**config.mk**
```make
export PLATFORM = sky130hd
export DESIGN_NAME = br_flow_fork_select_multihot_tracked_flat
export DESIGN_NICKNAME = d
export VERILOG_FILES = /design/src/rtl/br_flow_fork_select_multihot_tracked_if.sv /design/src/rtl/br_flow_fork_select_multihot_tracked.sv /design/src/flat_wrapper.sv
export SDC_FILE = /design/constraint.sdc
export NUM_CORES = 1
export LEC_CHECK = 0
export CORE_AREA = 2 2 39 41
export DETAILED_ROUTE_END_ITERATION = 10
export DIE_AREA = 0 0 41 43
export SLEW_MARGIN = 20
export SYNTH_ARGS = -nofsm -noshare
export SYNTH_HDL_FRONTEND = slang
export SYNTH_SLANG_ARGS = --single-unit
export TNS_END_PERCENT = 10
```
**constraint.sdc**
```tcl
create_clock -name clk -period 1.1 [get_ports clk]
set_input_delay 0.165 -clock clk [delete_from_list [all_inputs] [get_ports clk]]
set_output_delay 0.165 -clock clk [all_outputs]
set_load 0.005 [all_outputs]
```
**src/rtl/br_flow_fork_select_multihot_tracked_if.sv**
```systemverilog
// Handshake bundle for the tracked multihot-select fork: one push channel,
// NumFlows pop channels and the per-flow served state.
interface br_flow_fork_select_multihot_tracked_if #(
    parameter int unsigned NumFlows = 2,
    parameter int unsigned Width    = 1
);
    logic                      push_ready;
    logic                      push_valid;
    logic [NumFlows-1:0]       push_select_multihot;
    logic [Width-1:0]          push_data;
    logic [NumFlows-1:0]       pop_ready;
    logic [NumFlows-1:0]       pop_valid;
    logic [NumFlows*Width-1:0] pop_data;
    logic [NumFlows-1:0]       served;

    // Environment side: producer plus the per-flow consumers
    modport master (
        input  push_ready,
        output push_valid,
        output push_select_multihot,
        output push_data,
        output pop_ready,
        input  pop_valid,
        input  pop_data,
        input  served
    );

    // Fork side
    modport slave (
        output push_ready,
        input  push_valid,
        input  push_select_multihot,
        input  push_data,
        input  pop_ready,
        output pop_valid,
        output pop_data,
        output served
    );
endinterface

```
**src/rtl/br_flow_fork_select_multihot_tracked.sv**
```systemverilog
// Multihot-select fork that broadcasts one payload and tracks per-flow acceptance.
// Optional stall counter: BR_FLOW_FORK_SELECT_MULTIHOT_TRACKED_STALL_CNT_EN.
module br_flow_fork_select_multihot_tracked #(
    parameter int unsigned NumFlows                    = 2,
    parameter int unsigned Width                       = 1,
    parameter int unsigned StallCountWidth             = 16,
    parameter bit          EnableCoverPushBackpressure = 1'b1
) (
    input  logic clk,
    input  logic rst_n,
`ifdef BR_FLOW_FORK_SELECT_MULTIHOT_TRACKED_STALL_CNT_EN
    output logic [StallCountWidth-1:0] stall_count,
`endif
    br_flow_fork_select_multihot_tracked_if.slave bus
);

    logic [NumFlows-1:0] served_q;
    logic [NumFlows-1:0] fire;
    logic [NumFlows-1:0] flow_done;
    logic                push_fire;

    // A flow stops gating the push once unselected, already served, or ready now
    assign bus.pop_valid = {NumFlows{bus.push_valid}} & bus.push_select_multihot & ~served_q;
    assign bus.pop_data  = {NumFlows{bus.push_data}};
    assign fire          = bus.pop_valid & bus.pop_ready;
    assign flow_done     = ~bus.push_select_multihot | served_q | bus.pop_ready;
    assign bus.push_ready = &flow_done;
    assign bus.served    = served_q;
    assign push_fire     = bus.push_valid & bus.push_ready;

    always_ff @(posedge clk or negedge rst_n) begin
        if (!rst_n) begin
            served_q <= '0;
        end else if (push_fire) begin
            served_q <= '0;
        end else begin
            served_q <= served_q | fire;
        end
    end

`ifdef BR_FLOW_FORK_SELECT_MULTIHOT_TRACKED_STALL_CNT_EN
    logic [StallCountWidth-1:0] stall_q;

    // Saturating count of cycles the producer waited
    always_ff @(posedge clk or negedge rst_n) begin
        if (!rst_n) begin
            stall_q <= '0;
        end else if (bus.push_valid && !bus.push_ready && (stall_q != '1)) begin
            stall_q <= stall_q + StallCountWidth'(1);
        end
    end

    assign stall_count = stall_q;
`endif

`ifndef SYNTHESIS
    param_check_a: assert property (@(posedge clk)
        (NumFlows >= 2) && (Width >= 1) && (StallCountWidth >= 1));

    select_known_a: assert property (@(posedge clk) disable iff (!rst_n)
        bus.push_valid |-> !$isunknown(bus.push_select_multihot));

    select_not_0_when_valid_a: assert property (@(posedge clk) disable iff (!rst_n)
        bus.push_valid |-> (bus.push_select_multihot != '0));

    push_stable_a: assert property (@(posedge clk) disable iff (!rst_n)
        (bus.push_valid && !bus.push_ready) |=>
            (bus.push_valid && $stable(bus.push_select_multihot) && $stable(bus.push_data)));

    served_subset_a: assert property (@(posedge clk) disable iff (!rst_n)
        bus.push_valid |-> ((served_q & ~bus.push_select_multihot) == '0));

    served_idle_zero_a: assert property (@(posedge clk) disable iff (!rst_n)
        !bus.push_valid |-> (served_q == '0));

    if (EnableCoverPushBackpressure) begin : gen_bp_cover
        push_backpressure_c: cover property (@(posedge clk) disable iff (!rst_n)
            bus.push_valid && !bus.push_ready);
    end else begin : gen_bp_assert
        no_push_backpressure_a: assert property (@(posedge clk) disable iff (!rst_n)
            bus.push_valid |-> bus.push_ready);
    end

    for (genvar i = 0; i < NumFlows; i++) begin : gen_pop_stable
        pop_valid_stable_a: assert property (@(posedge clk) disable iff (!rst_n)
            (bus.pop_valid[i] && !bus.pop_ready[i]) |=> bus.pop_valid[i]);
    end
`endif

endmodule
```
**src/flat_wrapper.sv**
```systemverilog
// flat-port wrapper written by rule: the top's interface ports become plain ports
module br_flow_fork_select_multihot_tracked_flat 
#(
    parameter int unsigned NumFlows                    = 2,
    parameter int unsigned Width                       = 1,
    parameter int unsigned StallCountWidth             = 16,
    parameter bit          EnableCoverPushBackpressure = 1'b1
)
  (clk, rst_n, bus_push_ready, bus_push_valid, bus_push_select_multihot, bus_push_data, bus_pop_ready, bus_pop_valid, bus_pop_data, bus_served);
  br_flow_fork_select_multihot_tracked_if #(.NumFlows(NumFlows), .Width(Width)) bus_i ();
  input  logic clk;
  input  logic rst_n;
  output wire logic [$bits(bus_i.push_ready)-1:0] bus_push_ready;
  input wire logic [$bits(bus_i.push_valid)-1:0] bus_push_valid;
  input wire logic [$bits(bus_i.push_select_multihot)-1:0] bus_push_select_multihot;
  input wire logic [$bits(bus_i.push_data)-1:0] bus_push_data;
  input wire logic [$bits(bus_i.pop_ready)-1:0] bus_pop_ready;
  output wire logic [$bits(bus_i.pop_valid)-1:0] bus_pop_valid;
  output wire logic [$bits(bus_i.pop_data)-1:0] bus_pop_data;
  output wire logic [$bits(bus_i.served)-1:0] bus_served;
  assign bus_push_ready = bus_i.push_ready;
  assign bus_i.push_valid = bus_push_valid;
  assign bus_i.push_select_multihot = bus_push_select_multihot;
  assign bus_i.push_data = bus_push_data;
  assign bus_i.pop_ready = bus_pop_ready;
  assign bus_pop_valid = bus_i.pop_valid;
  assign bus_pop_data = bus_i.pop_data;
  assign bus_served = bus_i.served;
  br_flow_fork_select_multihot_tracked #(.NumFlows(NumFlows), .Width(Width), .StallCountWidth(StallCountWidth), .EnableCoverPushBackpressure(EnableCoverPushBackpressure)) u_core (.clk(clk), .rst_n(rst_n), .bus(bus_i));
endmodule
```
# Word-level counts from Yosys, hierarchy flattened
# Cells that the tools add are included.
# word_totals
out_inout_bits	7
rom_bits	0
mem_bits_rw	0
reg_bits	2
input_bits	8
latch_bits	0
mem_count	0
wordCells	12
# classes
n_mux	1
n_bitwise	9
reduce_logical	1
mul	0
n_addsub	0
div_mod_pow	0
order_cmp	0
shifts	0
n_eq_ne	0
# op_table
op	count
$and 2x2->2	3
$or 2x2->2	3
$not 2->2	2
$mux 2	1
$reduce_and 2->1	1
$and 1x1->1	1

# Logic depth before layout (Yosys ltp)
# logic_depth
depth_word	6
mapped_depth	2
ltp_nobuf	2

# Least setup slack after synthesis
# OpenSTA, ideal clock, no wires.
# synth_timing
kind	flip-flop to output port
start	register u_core.served_q[1] (netlist: u_core.bus.served[1])
end	output bus_push_ready
path_stages_with_launch	3
n_path_buf	0
arrival_time_ns	0.671
required_time_ns	0.935
setup_slack_ns	0.264
path_cell_list	dfrtp_1 > nor3b_2 > nor2_1
# synth_between
elab_chain_cells	3
# synth_rtl
item	line	text
start, declared	br_flow_fork_select_multihot_tracked.sv:17	logic [NumFlows-1:0] served_q;
start signal, assigned	br_flow_fork_select_multihot_tracked.sv:37	served_q <= served_q | fire;
$or 2x2->2 (2 in a row)	br_flow_fork_select_multihot_tracked.sv:26	assign flow_done = ~bus.push_select_multihot | served_q | bus.pop_ready;
$reduce_and 2->1	br_flow_fork_select_multihot_tracked.sv:27	assign bus.push_ready = &flow_done;
end, declared	flat_wrapper.sv:13	output wire logic [$bits(bus_i.push_ready)-1:0] bus_push_ready;
# Every way passes these cells.

# Final worst setup path
# layout_timing
start	register u_core.served_q[0] (netlist: u_core.bus.served[0])
end	output bus_pop_valid[0]
# layout_between
elab_chain_cells	2
# layout_rtl
item	line	text
$not 2->2	br_flow_fork_select_multihot_tracked.sv:23	assign bus.pop_valid = {NumFlows{bus.push_valid}} & bus.push_select_multihot & ~served_q;
$and 2x2->2	br_flow_fork_select_multihot_tracked.sv:23	
end, declared	flat_wrapper.sv:18	output wire logic [$bits(bus_i.pop_valid)-1:0] bus_pop_valid;
# Every way passes these cells.

==> metrics.md <==
| Metric | Value |
|---|---|
| CP startpoint kind | flop |
| CP max stage delay | 0.43 ns |
| Crit path cell chain | nor3b_2, clkdlybuf4s15_2 |
| I/O pin cnt | 15 |
| Final Hold Viols | 0 |
| Flops & latches, synth | 2 |
| Register area share after synthesis | 0.345 |
| DRC viols | 0 |
| Routed Antenna Nets | 0 |
| Worst-Skew Late Latency | 0.23 ns |
| Syn nets | 22 |
| Deepest clock path buffer count | 2 |
| CTS sink count | 2 |
| Crit. End Element | output port |
| Post-route setup slack | -0.0998 ns |
| Routed length on met3 | 56 um |
| HP Class | in -> async |
| Core Area | 1380 um2 |
| Vias per Instance | 3.68 |
| Pre-Repair DR Iteration Count | 2 |
| Final Max Slew Viols | 0 |
| Starting density of the core | 0.105 |
| Routed WL | 470 um |
| All-Layer GR Usage | 0.0643 |
| Die area | 1760 um2 |
| Min Tclk post-route | 1.20 ns |
| Max cap viols | 0 |
| Crit Path Class | reg -> out |
| Critical Path AT | 1.03 ns |
| Data required time of the critical path | 0.94 ns |
| RR Endpoint | u_core.bus.served[0] |
| Setup TNS | -0.285 ns |
| Fin Hold WS | 0.103 ns |
| WL/cell | 10.0 um |
| Nets@finish | 41 |
| Detail Placement HPWL | 322 um |
| Syn. warnings | 0 |
| Post-Syn Area per Cell | 10.4 um2 |
| H-tree Lvls | 1 |
| Met2 WL | 256 um |
| Worst Path Buf+Inv | 1 |
| Vias in the first global route | 201 |
| Row count | 14 |
| Synth-to-Final Area Change | 130% |
| Port Buffers | 11 |
| Global-route wire length before repair | 690 um |
| Metal-1 WL | 157 um |
| Outcome | complete, but fails checks |
| Worst-path maximum fanout | 3 |
| Worst Skew | 0.00500 ns |
| Cts bufs inserted | 3 |
| Worst flop-to-flop path startpoint | u_core.bus.served[1] |
| Final setup vio count | 3 |
| Max reg flops | 2 |
| Tcrit/Tclk final | 1.09 |
| 1st-iter DRT viols | 1 |
| Reg2Reg Depth | 4 |
| LEAKAGE | 0.175 nW |
| Slew at the pin with the worst max-slew slack | 0.156 ns |
| Slew margin rel. | 0.896 |
| Worst-path clk slew | 0.03 ns |
| Largest net degree at the start of global routing | 5 |
| Die span in x | 41 um |
| Antenna violations before repair | 0 |
| Cell Pwr Density | 1040 nW/um2 |
| Placer congestion estimate | 0.533 |
| RSZ-0062 raised after global routing | yes |
| Peak Freq | 833 MHz |
| Clk Tree Root Cell | clkbuf_4 |
| Reg-to-reg slack, setup | 0.07 ns |
| DR top layer | met3 |
| GRT overflow | 0 |
| Synthesized area | 145 um2 |
| Synth Instances | 14 |
| Failing checks | negative setup slack |
| Synth unique cells | 8 |
| Vias | 173 |
| CP max-delay cell | dfrtp_2 |
| Layout cell share with drive strength beyond 1 | 0.677 |
| Max VDD drop | 0.226 mV |
| CTS tree | yes |
| DIE HEIGHT | 43 um |
| Hold Buf Count CTS | 0 |
| CP top delay family | flip-flops |
| # diodes | 0 |
[cells in the mapped netlist]
| cell | number | area share |
|---|---|---|
| buf_4 | 2 | 0.10 |
| o22a_2 | 2 | 0.14 |
| nor3b_1 | 2 | 0.10 |
| dfrtp_1 | 2 | 0.34 |
| and3_1 | 2 | 0.086 |
| inv_1 | 1 | 0.026 |
| nor2_1 | 1 | 0.026 |
| nor3b_2 | 2 | 0.17 |
[how the worst max path moves through the flow]
stage                       endpoint                  from  slack [ns]  cells past startpoint
finish              bus_pop_valid[0]  u_core.bus.served[0]        -0.1                      2
CTS                 bus_pop_valid[1]  u_core.bus.served[1]       -0.13                      3
global route          bus_push_ready  u_core.bus.served[0]       -0.15                      3
global placement    bus_pop_valid[1]        bus_push_valid       -0.57                      4
floorplan             bus_push_ready  u_core.bus.served[1]        0.26                      2
detailed placement  bus_pop_valid[0]        bus_push_valid       -0.58                      4
[per-stage QoR]
| stage | power (W) | worst slack (ns) | utilization | instance area (um2) | std cells |
|---|---|---|---|---|---|
| final | 0.000347 | -0.0998 | 0.241 | 334 | 47 |
| after global placement | 0.000174 | -0.575 | 0.199 | 275 | 41 |
| after global routing | 0.000366 | -0.149 | 0.241 | 334 | 47 |
| after floorplan | 0.000116 | 0.264 | - | 145 | 14 |
| after CTS | 0.000358 | -0.134 | 0.239 | 330 | 47 |
| after detailed placement | 0.000175 | -0.582 | 0.199 | 275 | 41 |
[cell usage in the layout, fill, tap and decap left out]
cell type and count:
dlygate4sd2_1 3, nor3b_2 2, clkbuf_4 3, nor2_1 1, clkdlybuf4s15_2 1, nor3b_4 2, clkdlybuf4s50_1 1, dfrtp_1 1
inv_2 1, buf_4 3, dfrtp_2 1, buf_6 2, buf_2 2, clkbuf_2 2, dlymetal6s2s_1 2, o22a_2 2
and3_1 2
[routing by layer]
layer / vias to the layer above / GRT usage
li1: 83 / -
met2: 8 / 0.0969
met4: 0 / 0.0867
met5: - / 0
met1: 82 / 0.0450
met3: 0 / 0.0314
[final cells by class]
class | count | area, um2
clock buffer | 3 | 22.5
sequential | 2 | 51.3
timing repair buffer | 16 | 138
tap | 16 | 20.0
multi-input combinational | 9 | 98.8
inverter | 1 | 3.75
fill | 165 | 1050
[logic make-up (layout without fill, tap and decap cells)]
kind of cell           count (synthesis)  after routing  synth area share
flip-flops                             2              2             0.345
AO/OA/AOI/OAI                          2              2             0.138
AND/OR/NAND/NOR                        7              7             0.388
buffers and inverters                  3             20             0.129
[where the power goes]
part	total, W	internal, W	switching, W
registers	0.0000895	0.0000807	0.00000882
clock network	0.000163	0.000120	0.0000428
logic	0.0000940	0.0000628	0.0000312
total	0.000347	0.000264	0.0000828
[what timing repair did]
item | CTS | global route
pin swaps | 4 | 0
endpoints found under the setup margin | 5 | 5
resized for setup | 23 | 7
gates cloned | 0 | 0
buffers inserted | 3 | 0
(Power assumes the default switching activity.)
